--- config.mk ---
export PLATFORM = sky130hd
export DESIGN_NAME = rv32_dma_master_flat
export DESIGN_NICKNAME = d
export VERILOG_FILES = /design/src/rtl/rv32_dma_pkg.sv /design/src/rtl/rv32_dma_master_if.sv /design/src/rtl/bus_watchdog.sv /design/src/rtl/rv32_dma_master.sv /design/src/flat_wrapper.sv
export SDC_FILE = /design/constraint.sdc
export NUM_CORES = 1
export LEC_CHECK = 0
export CORE_MARGIN = 2
export CORE_UTILIZATION = 50
export DETAILED_ROUTE_END_ITERATION = 10
export PLACE_DENSITY_LB_ADDON = 0.25
export SKIP_CTS_REPAIR_TIMING = 1
export SYNTH_ARGS = -nofsm -noshare
export SYNTH_HDL_FRONTEND = slang
export SYNTH_SLANG_ARGS = --single-unit
--- constraint.sdc ---
create_clock -name clk -period 2.7 [get_ports clk]
set_input_delay 0.54 -clock clk [delete_from_list [all_inputs] [get_ports clk]]
set_output_delay 0.54 -clock clk [all_outputs]
set_load 0.02 [all_outputs]
--- src/rtl/rv32_dma_pkg.sv ---
// Shared types and constants for the rv32 DMA master: FSM encoding, mode and strobe values.
package rv32_dma_pkg;

  typedef enum logic [2:0] {
    StIdle,
    StRd,
    StGap,
    StWr,
    StDone
  } dma_state_e;

  localparam logic MODE_COPY = 1'b0;
  localparam logic MODE_FILL = 1'b1;

  localparam logic [3:0] WSTRB_READ = 4'b0000;
  localparam logic [3:0] WSTRB_WORD = 4'b1111;

  localparam logic [31:0] WORD_STEP = 32'd4;

  // The bus only ever carries whole words, so the low address bits are dropped at latch time.
  function automatic logic [31:0] word_align(input logic [31:0] addr);
    return {addr[31:2], 2'b00};
  endfunction

endpackage

--- src/rtl/rv32_dma_master_if.sv ---
// picorv32 native memory bus as seen between the DMA initiator and the address decoder.
interface rv32_dma_master_if;

  logic        rv32_valid;
  logic        rv32_ready;
  logic [31:0] rv32_addr;
  logic [31:0] rv32_wdata;
  logic [3:0]  rv32_wstrb;
  logic [31:0] rv32_rdata;

  modport master (
    output rv32_valid,
    output rv32_addr,
    output rv32_wdata,
    output rv32_wstrb,
    input  rv32_ready,
    input  rv32_rdata
  );

  modport slave (
    input  rv32_valid,
    input  rv32_addr,
    input  rv32_wdata,
    input  rv32_wstrb,
    output rv32_ready,
    output rv32_rdata
  );

endinterface

--- src/rtl/bus_watchdog.sv ---
// Counts stalled request cycles and flags expiry on the TIMEOUT_CYCLES-th one; 0 disables it.
module bus_watchdog #(
  parameter int unsigned TIMEOUT_CYCLES = 1024
) (
  input  logic clk,
  input  logic reset,
  input  logic clear,
  input  logic stall,
  output logic expired
);

  localparam int unsigned CntW = (TIMEOUT_CYCLES > 1) ? $clog2(TIMEOUT_CYCLES) : 1;
  localparam logic [CntW-1:0] CntLast = CntW'((TIMEOUT_CYCLES > 0) ? TIMEOUT_CYCLES - 1 : 0);
  localparam logic Enabled = (TIMEOUT_CYCLES != 0);

  logic [CntW-1:0] count_q, count_d;

  // Saturate at the last value so a disabled or long-stalled counter never wraps.
  always_comb begin
    count_d = count_q;
    if (clear) begin
      count_d = '0;
    end else if (stall && (count_q != CntLast)) begin
      count_d = count_q + CntW'(1);
    end
  end

  always_ff @(posedge clk) begin
    if (reset) begin
      count_q <= '0;
    end else begin
      count_q <= count_d;
    end
  end

  always_comb begin
    expired = Enabled && stall && !clear && (count_q == CntLast);
  end

endmodule

--- src/rtl/rv32_dma_master.sv ---
// Block-copy / block-fill initiator on the picorv32 native bus; one word per request, one idle
// cycle between requests, optional watchdog abort on a responder that never answers.
module rv32_dma_master
  import rv32_dma_pkg::*;
#(
  parameter int unsigned LEN_WIDTH      = 16,
  parameter int unsigned TIMEOUT_CYCLES = 1024
) (
  input  logic                 clk,
  input  logic                 reset,
  input  logic                 start,
  input  logic                 cfg_mode,
  input  logic [31:0]          cfg_src,
  input  logic [31:0]          cfg_dst,
  input  logic [LEN_WIDTH-1:0] cfg_len,
  input  logic [31:0]          cfg_fill,
  output logic                 busy,
  output logic                 done,
  output logic                 error,
  rv32_dma_master_if.master    bus
);

  dma_state_e           state_q, state_d;
  logic                 mode_q, mode_d;
  logic [31:0]          src_q, src_d;
  logic [31:0]          dst_q, dst_d;
  logic [LEN_WIDTH-1:0] remain_q, remain_d;
  logic [31:0]          data_q, data_d;
  logic [31:0]          fill_q, fill_d;
  logic                 error_q, error_d;
  // Set once a COPY read has landed in data_q and its write is still owed.
  logic                 pending_q, pending_d;

  logic                 req_active;
  logic                 stall;
  logic                 expired;
  logic                 valid;
  logic [31:0]          addr;
  logic [31:0]          wdata;
  logic [3:0]           wstrb;

  assign stall = req_active && !bus.rv32_ready;

  bus_watchdog #(
    .TIMEOUT_CYCLES(TIMEOUT_CYCLES)
  ) u_bus_watchdog (
    .clk    (clk),
    .reset  (reset),
    .clear  (!req_active),
    .stall  (stall),
    .expired(expired)
  );

  always_comb begin
    state_d   = state_q;
    mode_d    = mode_q;
    src_d     = src_q;
    dst_d     = dst_q;
    remain_d  = remain_q;
    data_d    = data_q;
    fill_d    = fill_q;
    error_d   = error_q;
    pending_d = pending_q;

    unique case (state_q)
      StIdle: begin
        if (start) begin
          mode_d    = cfg_mode;
          src_d     = word_align(cfg_src);
          dst_d     = word_align(cfg_dst);
          remain_d  = cfg_len;
          fill_d    = cfg_fill;
          error_d   = 1'b0;
          pending_d = 1'b0;
          if (cfg_len == '0) begin
            state_d = StDone;
          end else if (cfg_mode == MODE_FILL) begin
            state_d = StWr;
          end else begin
            state_d = StRd;
          end
        end
      end

      StRd: begin
        if (bus.rv32_ready) begin
          data_d    = bus.rv32_rdata;
          pending_d = 1'b1;
          state_d   = StGap;
        end else if (expired) begin
          error_d = 1'b1;
          state_d = StDone;
        end
      end

      StWr: begin
        if (bus.rv32_ready) begin
          src_d     = src_q + WORD_STEP;
          dst_d     = dst_q + WORD_STEP;
          remain_d  = remain_q - LEN_WIDTH'(1);
          pending_d = 1'b0;
          state_d   = (remain_q == LEN_WIDTH'(1)) ? StDone : StGap;
        end else if (expired) begin
          error_d = 1'b1;
          state_d = StDone;
        end
      end

      StGap: begin
        state_d = ((mode_q == MODE_COPY) && !pending_q) ? StRd : StWr;
      end

      StDone: begin
        state_d = StIdle;
      end

      default: begin
        state_d = StIdle;
      end
    endcase
  end

  always_ff @(posedge clk) begin
    if (reset) begin
      state_q   <= StIdle;
      mode_q    <= MODE_COPY;
      src_q     <= '0;
      dst_q     <= '0;
      remain_q  <= '0;
      data_q    <= '0;
      fill_q    <= '0;
      error_q   <= 1'b0;
      pending_q <= 1'b0;
    end else begin
      state_q   <= state_d;
      mode_q    <= mode_d;
      src_q     <= src_d;
      dst_q     <= dst_d;
      remain_q  <= remain_d;
      data_q    <= data_d;
      fill_q    <= fill_d;
      error_q   <= error_d;
      pending_q <= pending_d;
    end
  end

  // Bus outputs decode purely from registered state, so they are stable for a whole request.
  always_comb begin
    req_active = (state_q == StRd) || (state_q == StWr);
    valid      = req_active;
    addr       = '0;
    wdata      = '0;
    wstrb      = WSTRB_READ;
    if (state_q == StRd) begin
      addr = src_q;
    end else if (state_q == StWr) begin
      addr  = dst_q;
      wstrb = WSTRB_WORD;
      wdata = (mode_q == MODE_FILL) ? fill_q : data_q;
    end
  end

  assign bus.rv32_valid = valid;
  assign bus.rv32_addr  = addr;
  assign bus.rv32_wdata = wdata;
  assign bus.rv32_wstrb = wstrb;

  assign busy  = (state_q != StIdle);
  assign done  = (state_q == StDone);
  assign error = error_q;

  a_hold_while_stalled: assert property (
    @(posedge clk) disable iff (reset)
    (valid && !bus.rv32_ready) |=> (!valid || ($stable(addr) && $stable(wdata) && $stable(wstrb)))
  );

  a_gap_after_complete: assert property (
    @(posedge clk) disable iff (reset)
    (valid && bus.rv32_ready) |=> !valid
  );

endmodule

--- src/flat_wrapper.sv ---
// flat-port wrapper written by rule: the top's interface ports become plain ports
module rv32_dma_master_flat import rv32_dma_pkg::*;
#(
  parameter int unsigned LEN_WIDTH      = 16,
  parameter int unsigned TIMEOUT_CYCLES = 1024
)
  (clk, reset, start, cfg_mode, cfg_src, cfg_dst, cfg_len, cfg_fill, busy, done, error, bus_rv32_valid, bus_rv32_addr, bus_rv32_wdata, bus_rv32_wstrb, bus_rv32_ready, bus_rv32_rdata);
  rv32_dma_master_if bus_i ();
  input  logic clk;
  input  logic reset;
  input  logic start;
  input  logic cfg_mode;
  input  logic [31:0] cfg_src;
  input  logic [31:0] cfg_dst;
  input  logic [LEN_WIDTH-1:0] cfg_len;
  input  logic [31:0] cfg_fill;
  output logic busy;
  output logic done;
  output logic error;
  output wire logic [$bits(bus_i.rv32_valid)-1:0] bus_rv32_valid;
  output wire logic [$bits(bus_i.rv32_addr)-1:0] bus_rv32_addr;
  output wire logic [$bits(bus_i.rv32_wdata)-1:0] bus_rv32_wdata;
  output wire logic [$bits(bus_i.rv32_wstrb)-1:0] bus_rv32_wstrb;
  input wire logic [$bits(bus_i.rv32_ready)-1:0] bus_rv32_ready;
  input wire logic [$bits(bus_i.rv32_rdata)-1:0] bus_rv32_rdata;
  assign bus_rv32_valid = bus_i.rv32_valid;
  assign bus_rv32_addr = bus_i.rv32_addr;
  assign bus_rv32_wdata = bus_i.rv32_wdata;
  assign bus_rv32_wstrb = bus_i.rv32_wstrb;
  assign bus_i.rv32_ready = bus_rv32_ready;
  assign bus_i.rv32_rdata = bus_rv32_rdata;
  rv32_dma_master #(.LEN_WIDTH(LEN_WIDTH), .TIMEOUT_CYCLES(TIMEOUT_CYCLES)) u_core (.clk(clk), .reset(reset), .start(start), .cfg_mode(cfg_mode), .cfg_src(cfg_src), .cfg_dst(cfg_dst), .cfg_len(cfg_len), .cfg_fill(cfg_fill), .busy(busy), .done(done), .error(error), .bus(bus_i));
endmodule
==> results.md, run 1 <==
* Starting Density at 0.5045
* Ys Warns at 0
* RD Place Congestion at 0.9114
* CTS clk-pin slew, worst paths at 0.06 ns
* DR iter-0 viols at between 700 and 800
* CP Capture Point: bus_rv32_wdata[6]
* Layout cells sized above 1 at 0.06989
* Placed cells at 1538
* Ys async rst share at 0
* Hold Vio Cnt, Final at 0
* Fmax at 382.8 MHz
* Lkg Pwr at about 4.2 nW
* Routed length per instance at roughly 17 um
* Die ar. at ~18000 um2
* Top routing layer in use: met4
* Cell Count, Final, Fillers Out at 1570
* Port buffer count at 214
* DRT Pass-1 Iters at 5
* Final non-filler cell area at 11720 um2
* Distinct cells, synth at roughly 70
* Number of routed nets with antenna violations at 0
* # diodes at 0
* VDD IR max at 0.0004381 V
* Reg2reg setup slack at around 0.43 ns
* GRT Residual Overflow at 0
* Register area share after synthesis at 0.3617
* Vias/cell at a little under 6
* Clk buf depth at 2
* RSZ-0062 raised after global routing: yes
* Clk sink count at around 160
* Worst setup SP type: flop
* Clock skew at 0.005991 ns
* Met3 Routed Length at 2222 um
* # rows at between 40 and 50
* Worst EP required at 2.16 ns
* Reg-to-Reg End: u_core.dst_q[31]
* Core area at roughly 17000 um2
* Largest net degree at the start of global routing at 55
* CTS tree: built
* Crit path from: u_core.state_q[2]
* Max_slew headroom at 0.4821
* Final Max Slew Viols at 0
* Top_reg_cell synth: dfxtp_1
* Status: finished clean
* Arrival @ worst endpoint at 2.07 ns
* Fin crit period at roughly 2.6 ns
* Fin crit share at 0.9675
* Placed cell area at between 10000 and 15000 um2
* Worst-path fanout max at 15
* Fillers at 1485
* Power per cell area at around 570 nW/um2
* DRC Markers at 0
* Routed wire length at 27190 um
* Worst slew pin tran at 0.7697 ns
* Reg2reg path depth at 5
* Antenna violations before repair at 0
* Reg2reg start: u_core.dst_q[12]
* Final setup fails at 0
* First-pass GRT wire length at between 40000 and 50000 um
* EDFF count, synth at 0
* H-Tree Depth at 4
* Via count at 9311
* Worst hold path type: flop to flop
* HPWL Detailed at ~19000 um
* Die H at 135.4 um
* IO Count at 221
* Layout net count at 1486
* Layout overhead on the synthesized area at 35.72%
* Vias in the first global route at 8812
* Setup CP Type: flop to primary output
* #FFs+latches synth at 156
* Area of the mapped netlist at 8635 um2
* MaxCap Viol Count at 0
* Metal2 WL at 12660 um
* Later-pin clock latency in the skew report at around 0.43 ns
* Critical Path End Type: primary output
* Gr usage total at 0.2940
* Avg Cell Area, Syn at between 7 and 8 um2
* Total CTS buffers at 17
* Syn Inst Count at ~1.1k
* Met1 Wirelength at 11500 um
* Chip width at 135.4 um
* Clock Tree Root: clkbuf_16
==> worst min path at each step <==
stage | start | cells past startpoint | slack, ns | endpoint
final | u_core.data_q[16] | 2 | 0.45 | u_core.data_q[16]
after global placement | u_core.fill_q[31] | 2 | 0.44 | u_core.fill_q[31]
after global routing | u_core.fill_q[19] | 2 | 0.47 | u_core.fill_q[19]
after detailed placement | u_core.data_q[14] | 2 | 0.45 | u_core.data_q[14]
after CTS | u_core.data_q[14] | 2 | 0.46 | u_core.data_q[14]
after floorplan | u_core.data_q[0] | 2 | 0.44 | u_core.data_q[0]
==> Yosys cell counts, types with 3 or more instances <==
master | number | area share
a211oi_1 | 23 | 0.020
a21o_1 | 6 | 0.0052
a21oi_1 | 123 | 0.071
a221oi_1 | 13 | 0.013
a2bb2oi_1 | 5 | 0.0051
a311oi_1 | 5 | 0.0051
a31oi_1 | 12 | 0.0087
and2_1 | 3 | 0.0022
and3_1 | 23 | 0.017
and4_1 | 6 | 0.0061
and4b_1 | 4 | 0.0046
buf_1 | 7 | 0.0030
buf_2 | 9 | 0.0052
buf_4 | 5 | 0.0043
clkbuf_1 | 72 | 0.031
dfxtp_1 | 156 | 0.36
ha_1 | 5 | 0.0072
inv_1 | 18 | 0.0078
mux2i_1 | 81 | 0.094
nand2_1 | 211 | 0.092
nand3_1 | 39 | 0.023
nand3b_1 | 4 | 0.0035
nand4_1 | 15 | 0.011
nand4b_1 | 5 | 0.0051
nor2_1 | 117 | 0.051
nor3_1 | 15 | 0.0087
nor4_1 | 16 | 0.012
o211ai_1 | 6 | 0.0052
o21a_1 | 9 | 0.0078
o21ai_0 | 62 | 0.036
o221a_2 | 3 | 0.0039
o22ai_1 | 3 | 0.0022
o2bb2a_1 | 3 | 0.0035
o32ai_1 | 5 | 0.0051
or3_1 | 6 | 0.0043
or4_1 | 4 | 0.0035
xnor2_1 | 4 | 0.0041
xor2_1 | 3 | 0.0030
==> where the power goes <==
| part | switching [W] | total, W | internal, W |
|---|---|---|---|
| Combinational | 0.000754 | 0.00143 | 0.000673 |
| Clock | 0.00103 | 0.00253 | 0.00150 |
| Sequential | 0.000204 | 0.00269 | 0.00249 |
==> sequential cells by signal (all words and copies together), names as in the netlist <==
register and cells:
u_core.src_q 30, u_core.dst_q 30, u_core.state_q 3, u_core.error 1
u_core.u_bus_watchdog.count_q 10, u_core.fill_q 32, u_core.mode_q 1, u_core.pending_q 1
u_core.data_q 32, u_core.remain_q 16
==> logic make-up after synthesis <==
family	count (synthesis)	synth area share
AOI/OAI and AO/OA	302	0.2168
xor gates and xnor gates	7	0.007101
adders and majority gates	5	0.007245
buffers and inverters	113	0.05275
DFF	156	0.3617
muxes	83	0.09651
other	1	0.0004343
and+or+nand+nor	482	0.2575
==> through the flow <==
step                total power [W]  setup slack, ns   TNS (ns)  hold slack (ns)  utilization
global route               0.006915        -0.005614  -0.005614           0.4716       0.6846
finish                     0.006648          0.08784          0           0.4529       0.6846
floorplan                  0.003535           0.3339          0           0.4357            -
CTS                        0.006648         -0.07162     -1.435           0.4552       0.6833
global placement           0.004109          0.07136          0           0.4416       0.6470
detailed placement         0.004136          0.07068          0           0.4458       0.6470
==> per-layer routing <==
| metal | vias up | global-route usage |
|---|---|---|
| met2 | 434 | 0.4741 |
| li1 | 4476 | - |
| met5 | - | 0 |
| met4 | 0 | 0.1221 |
| met3 | 62 | 0.06173 |
| met1 | 4339 | 0.3838 |
==> worst max-delay path: stages, from the launching register on <==
cell             delay (ns)
dfxtp_2                0.39
nand3b_1               0.24
buf_4                  0.24
nor2_1                 0.15
clkdlybuf4s50_1        0.62
==> layout by cell type (no fill, tap or decap), types with 6 or more instances in the layout <==
master           count
nand2_1            210
dfxtp_1            153
dlymetal6s2s_1       7
a21oi_1            123
and3_1              23
inv_1               18
o21ai_0             62
nor4_1              16
nor3_1              15
a221oi_1            13
a31oi_1             12
o21a_1               9
nor2_1             117
clkbuf_16           17
a21o_1               6
clkdlybuf4s50_1    206
mux2i_1             81
and4_1               6
or3_1                6
nand4_1             15
buf_4               38
nand3_1             39
o211ai_1             6
a211oi_1            23
==> layout make-up <==
class | count | area [um2] | share of cell area
flip-flops and latches | 156 | 3127 | 0.2668
multi-input cells | 881 | 5071 | 0.4327
clock inverters | 14 | 182.7 | 0.01559
well taps | 225 | 281.5 | 0.02402
repair buffers | 257 | 2546 | 0.2173
inverters | 19 | 71.32 | 0.006086
clock buffers | 18 | 439.2 | 0.03748
Note: power is estimated with default switching activity, not from simulation.
==> run 2, diff against run 1 <==
--- a/config.mk
+++ b/config.mk
@@ -8,8 +8,10 @@
 export CORE_MARGIN = 2
 export CORE_UTILIZATION = 50
 export DETAILED_ROUTE_END_ITERATION = 10
+export GPL_TIMING_DRIVEN = 0
 export PLACE_DENSITY_LB_ADDON = 0.25
 export SKIP_CTS_REPAIR_TIMING = 1
+export SLEW_MARGIN = 15
 export SYNTH_ARGS = -nofsm -noshare
 export SYNTH_HDL_FRONTEND = slang
 export SYNTH_SLANG_ARGS = --single-unit
==> results.md, run 2 (synthesized netlist as in run 1, its figures left out) <==
* Reg2reg start: u_core.state_q[0]
* Fin crit period at 2.706 ns (+0.09346 ns)
* Fmax at 369.6 MHz (-3.5%)
* Cell Count, Final, Fillers Out at 1623 (+3.4%)
* Overall Power at 0.006579 W (-1.0%)
* First-pass GRT wire length at 48720 um (+12%)
* H-Tree Depth at 4 (unchanged)
* Vias/cell at 6.136 (+3.5%)
* Reg-to-Reg End: u_core.src_q[2]
* RD Place Congestion at 0.9860 (+8.2%)
* Worst hold path type: flop to flop
* Final worst slack at -0.005622 ns (-0.09346 ns)
* Failing checks: negative setup slack
* CP Cell Sequence: clkdlybuf4s50_1, nand4b_1, clkbuf_1, clkbuf_1, clkbuf_2, a21oi_1, o2bb2ai_1
* Largest net degree at the start of global routing at 17 (-69%)
* Clk sink count at 156 (unchanged)
* Lkg Pwr at 4.413 nW (+3.9%)
* Clock Tree Root: clkbuf_16
* Number of routed nets with antenna violations at 0 (unchanged)
* Chip width at 135.4 um (unchanged)
* Worst-path fanout max at 10 (-5)
* Crit path top cell by count: clkbuf_1
* Worst EP required at 3.03 ns (+0.87 ns)
* DR iter-0 viols at 1152 (+63%)
* Gr usage total at 0.3418 (+0.04775)
* Max_slew headroom at 0.4210 (-0.06113)
* CTS tree: built
* MaxCap Viol Count at 0 (unchanged)
* Core area at 17120 um2 (unchanged)
* Starting Density at 0.5045 (unchanged)
* Reg2reg setup slack at 0.09 ns (-0.34 ns)
* Later-pin clock latency in the skew report at 0.43 ns (about the same)
* Clk buf depth at 2 (unchanged)
* Hold Vio Cnt, Final at 0 (unchanged)
* Most common cell after layout, fill and taps aside: nand2_1
* GRT Residual Overflow at 0 (unchanged)
* VDD IR max at 0.0004733 V (+8.0%)
* Clock skew at 0.006771 ns (+0.0007799 ns)
* Fin crit share at 1.002 (+0.03461)
* Final setup fails at 1 (+1)
* Regs by FF count: u_core.data_q x32, u_core.fill_q x32
* Die ar. at 18340 um2 (unchanged)
* Placed cells at 1588 (+3.3%)
* Final Max Slew Viols at 0 (unchanged)
* Status: complete, but fails checks
* Reg2reg path depth at 6 (+1)
* CP peak stage delay at 0.56 ns (-0.06 ns)
* Critical-path top delay cell: clkdlybuf4s50_1
* DRT Pass-1 Iters at 6 (+1)
* DRC Markers at 0 (unchanged)
* Layout overhead on the synthesized area at 35.10%
* Routed length per instance at 19.85 um (+15%)
* Post-Route Setup TNS at -0.005622 ns (-0.005622 ns)
* Most frequent cells in the layout: 211 x nand2_1, 169 x clkdlybuf4s50_1, 155 x dfxtp_1, 123 x a21oi_1, 113 x nor2_1
* Power per cell area at 564.0 nW/um2 (-0.59%)
* Vias in the first global route at 9303 (+5.6%)
* Layout cells sized above 1 at 0.09084 (+0.02096)
* CTS clk-pin slew, worst paths at 0.07 ns (about the same)
* HPWL Detailed at 22760 um (+21%)
* Min-delay src: u_core.data_q[25]
* Worst slew pin tran at 0.8685 ns (+0.09879 ns)
* # rows at 48 (unchanged)
* Port buffer count at 213 (-0.47%)
* Worst path bufs/invs at 4 (+2)
* Routed wire length at 32210 um (+18%)
* Antenna violations before repair at 0 (unchanged)
* Hold path depth at 2 (unchanged)
* Total CTS buffers at 17 (unchanged)
* # diodes at 0 (unchanged)
* IO Count at 221 (unchanged)
* Die H at 135.4 um (unchanged)
* Arrival @ worst endpoint at 3.03 ns (+0.96 ns)
* Fillers at 1495 (+0.67%)
* Worst setup SP type: primary input
* Crit path from: bus_rv32_ready
* Family with the most delay on the worst path: buffers and inverters
* Setup CP Type: primary input to flop
* Final core occ at 0.6815 (-0.003143)
* Via count at 9958 (+6.9%)
* Sink of the worst hold path: u_core.data_q[25]
* Critical Path End Type: flop
* Layout net count at 1539 (+3.6%)
-- run 2: changes by cell type in the layout (fill, tap and decap cells not counted), moves of 5 or more --
| cell | previous run | this run |
|---|---|---|
| buf_2 | 0 | 18 |
| clkbuf_1 | 0 | 54 |
| clkdlybuf4s50_1 | 206 | 169 |
| dlymetal6s2s_1 | 7 | 14 |
| buf_12 | 5 | 0 |
| clkbuf_2 | 0 | 27 |
| buf_4 | 38 | 20 |
-- run 2: how the worst max path moves through the flow --
stage | to | slack, ns | depth (start not counted)
5_1_grt | bus_rv32_wdata[9] | -0.03 | 7
3_5_place_dp | bus_rv32_wstrb[2] | -1.09 | 7
2_1_floorplan | bus_rv32_wstrb[1] | 0.33 | 6
4_1_cts | bus_rv32_wstrb[2] | -1.58 | 7
3_3_place_gp | bus_rv32_wstrb[2] | -1.12 | 7
6_report | u_core.src_q[21] | -0.006 | 7
-- run 2: area by class of cell --
| type | count | area [um2] | share of cell area |
|---|---|---|---|
| Clock inverter | 14 | 135.1 | 0.01158 |
| Tap cell | 225 | 281.5 | 0.02413 |
| Buffer | 93 | 461.7 | 0.03958 |
| Clock buffer | 18 | 429.2 | 0.03679 |
| Multi-Input combinational cell | 881 | 5097 | 0.4370 |
| Timing Repair Buffer | 217 | 2062 | 0.1768 |
| Sequential cell | 156 | 3124 | 0.2678 |
| Inverter | 19 | 73.82 | 0.006328 |
-- run 2: through the flow --
stage	hold slack, ns	setup WS, ns	cell area, um2
after floorplan	0.4357	0.3339	8638
after global placement	0.4405	-1.124	11050
after detailed placement	0.4461	-1.093	11050
after CTS	0.4553	-1.575	11620
after global routing	0.4783	-0.02781	11660
final	0.4550	-0.005622	11660
-- run 2: metal layers --
metal / routed length (um) / share of wire / GRT usage / vias up
li1: - / - / - / 4582
met4: 1391 / 0.043 / 0.1672 / 0
met2: 14630 / 0.45 / 0.5457 / 672
met5: 0 / 0 / 0 / -
met3: 3867 / 0.12 / 0.08567 / 118
met1: 12330 / 0.38 / 0.4318 / 4586
-- run 2: worst min-delay path: cells and delay by family, from the launching register on --
kind            cells  cell delay [ns]
compound gates      1             0.05
simple gates        1             0.05
flops               1             0.31
-- run 2: report_power, final --
group          total (W)  switching [W]  internal [W]
logic            0.00153       0.000869      0.000658
clock network    0.00237        0.00108       0.00129
registers        0.00268       0.000197       0.00248
==> run 3, diff against run 2 <==
--- a/config.mk
+++ b/config.mk
@@ -6,7 +6,8 @@
 export NUM_CORES = 1
 export LEC_CHECK = 0
 export CORE_MARGIN = 2
-export CORE_UTILIZATION = 50
+export CORE_UTILIZATION = 51
+export CTS_BUF_LIST = sky130_fd_sc_hd__clkbuf_8
 export DETAILED_ROUTE_END_ITERATION = 10
 export GPL_TIMING_DRIVEN = 0
 export PLACE_DENSITY_LB_ADDON = 0.25
==> results.md, run 3 (synthesized netlist as in run 1, its figures left out) <==
* Status: finished clean
* Power per cell area at 525.6 nW/um2 (-6.8%)
* Chip width at 134.1 um (-0.96%)
* Fillers at 1380 (-7.7%)
* Worst setup SP type: flop
* Arrival @ worst endpoint at 2.13 ns (-0.90 ns)
* First-pass GRT wire length at 48490 um (-0.48%)
* HPWL Detailed at 22730 um (-0.16%)
* Fin crit period at 2.668 ns (-0.03731 ns)
* Multi-input gate area at 5090 um2 (-0.15%)
* RSZ-0062 raised after global routing: yes
* # rows at 47 (-2.1%)
* Family with the most delay on the worst path: buffers and inverters
* Worst EP required at 2.16 ns (-0.87 ns)
* Fin crit share at 0.9883 (-0.01382)
* Crit path top cell by count: buf_4
* H-Tree Depth at 4 (unchanged)
* Final Max Slew Viols at 0 (unchanged)
* Most common cell after layout, fill and taps aside: nand2_1
* Flop pwr share at 0.443 (+0.035)
* Reg-to-Reg End: u_core.src_q[21]
* Overall Power at 0.006055 W (-8.0%)
* Worst path bufs/invs at 6 (+2)
* Clk sink count at 156 (unchanged)
* DRC Markers at 0 (unchanged)
* Clk pwr share at 0.307 (-0.053)
* Reg2reg start: u_core.state_q[2]
* Most frequent cells in the layout: 211 x nand2_1, 162 x clkdlybuf4s50_1, 155 x dfxtp_1, 123 x a21oi_1, 112 x nor2_1
* Regs by FF count: u_core.data_q x32, u_core.fill_q x32
* Layout net count at 1540 (+0.065%)
* Die ar. at 17990 um2 (-1.9%)
* Combinational Power Share at 0.251 (+0.019)
* Worst hold path type: flop to flop
* MaxCap Viol Count at 0 (unchanged)
* RD Place Congestion at 0.9795 (-0.66%)
* Gr usage total at 0.3435 (+0.001722)
* Total CTS buffers at 17 (unchanged)
* Reg2reg setup slack at 0.13 ns (+0.04 ns)
* Crit path from: u_core.state_q[2]
* Routed length per instance at 19.63 um (-1.1%)
* Lkg Pwr at 4.446 nW (+0.76%)
* Sw frac at 0.3523 (+0.02590)
* VDD IR max at 0.0003716 V (-21%)
* Critical Path End Type: primary output
* Reg2reg path depth at 7 (+1)
* Number of routed nets with antenna violations at 0 (unchanged)
* DR iter-0 viols at 1293 (+12%)
* CTS tree: built
* Cell Count, Final, Fillers Out at 1620 (-0.18%)
* CP peak stage delay at 0.32 ns (-0.24 ns)
* CP Cell Sequence: buf_2, nand3b_1, inv_2, buf_4, buf_8, buf_4, dlymetal6s2s_1
* CTS clk-pin slew, worst paths at 0.09 ns (+0.02 ns)
* Register area at 3124 um2 (unchanged)
* Post-Route Setup TNS at 0 ns (+0.005622 ns)
* CP Capture Point: bus_rv32_wstrb[1]
* Vias in the first global route at 9296 (-0.075%)
* Die H at 134.1 um (-0.96%)
* Layout cells sized above 1 at 0.09221 (+0.001365)
* Levels on crit path at 7 (unchanged)
* Total internal power at 0.003922 W (-11%)
* Clock Tree Root: clkbuf_8
* Clock skew at 0.01350 ns (+0.006727 ns)
* Max_slew headroom at 0.4205 (-0.0004980)
* Setup CP Type: flop to primary output
* Port buffer count at 213 (unchanged)
* GRT Residual Overflow at 0 (unchanged)
* Antenna violations before repair at 0 (unchanged)
* DRT Pass-1 Iters at 6 (unchanged)
* Final core occ at 0.6947 (+0.01323)
* Placed cells at 1583 (-0.31%)
* Net Switching at 0.002133 W (-0.65%)
* Via count at 10.02k (+0.65%)
* Vias/cell at 6.187 (+0.84%)
* Critical-path top delay cell: dfxtp_1
* Final setup fails at 0 (-1)
* Hold Vio Cnt, Final at 0 (unchanged)
* Core area at 16580 um2 (-3.1%)
* Worst-path fanout max at 13 (+3)
* Starting Density at 0.5207 (+0.01621)
* Clk buf depth at 2 (unchanged)
* Later-pin clock latency in the skew report at 0.48 ns (+0.05 ns)
* Routed wire length at 31800 um (-1.3%)
* IO Count at 221 (unchanged)
* Worst slew pin tran at 0.8613 ns (-0.007195 ns)
* Largest net degree at the start of global routing at 18 (+1)
* Layout overhead on the synthesized area at 33.43%
* Fmax at 374.8 MHz (+1.4%)
run 3: cell types whose count changed in the layout (fill, tap and decap cells not counted), sizes merged:
cell / before / now
clkbuf: 100 / 97
dlymetal6s2s: 14 / 19
diode: 0 / 1
clkinvlp: 3 / 1
clkinv: 5 / 7
inv: 24 / 25
buf: 45 / 50
clkdlybuf4s50: 169 / 162
run 3: power groups by stage:
stage	Sequential [W]	Combinational, W	Clock, W
2_1_floorplan	0.00266	0.000875	0
3_3_place_gp	0.00271	0.00142	0
3_5_place_dp	0.00272	0.00144	0
4_1_cts	0.00266	0.00146	0.00184
5_1_grt	0.00270	0.00162	0.00194
6_report	0.00268	0.00152	0.00186
run 3: stage by stage:
stage               setup slack (ns)  area [um2]  hold WS (ns)
floorplan                     0.3339        8638        0.4357
detailed placement            -1.121       11050        0.4458
global route                -0.02891       11520        0.4756
finish                       0.03169       11520        0.4584
global placement              -1.104       11050        0.4412
CTS                           -1.640       11460        0.4591
run 3: worst min path at each step:
stage	cells past startpoint	start	to
2_1_floorplan	2	u_core.data_q[0]	u_core.data_q[0]
3_3_place_gp	2	u_core.data_q[19]	u_core.data_q[19]
3_5_place_dp	2	u_core.data_q[28]	u_core.data_q[28]
4_1_cts	2	u_core.data_q[28]	u_core.data_q[28]
5_1_grt	2	u_core.fill_q[21]	u_core.fill_q[21]
6_report	2	u_core.data_q[25]	u_core.data_q[25]
run 3: area by class of cell:
type	instances	area share
Antenna cell	1	0.0002172
Buffer	93	0.03964
Clock buffer	17	0.02031
Clock inverter	15	0.01564
Inverter	19	0.006190
Multi-Input combinational cell	881	0.4418
Sequential cell	156	0.2712
Tap cell	220	0.02389
Timing Repair Buffer	218	0.1811
run 3: metal layers:
metal | routed length [um] | track usage | vias to the layer above
li1 | - | - | 4590
met3 | 3738 | 0.08503 | 127
met5 | 0 | 0 | -
met2 | 14470 | 0.5447 | 733
met4 | 1542 | 0.1825 | 0
met1 | 12040 | 0.4324 | 4573
run 3: worst reg2reg max path: stages (launching register included):
cell and delay, ns:
dfxtp_1 0.34, buf_2 0.23, nand4b_1 0.16, clkbuf_1 0.52, clkbuf_1 0.58, clkbuf_2 0.40, a21oi_1 0.11, o2bb2ai_1 0.15
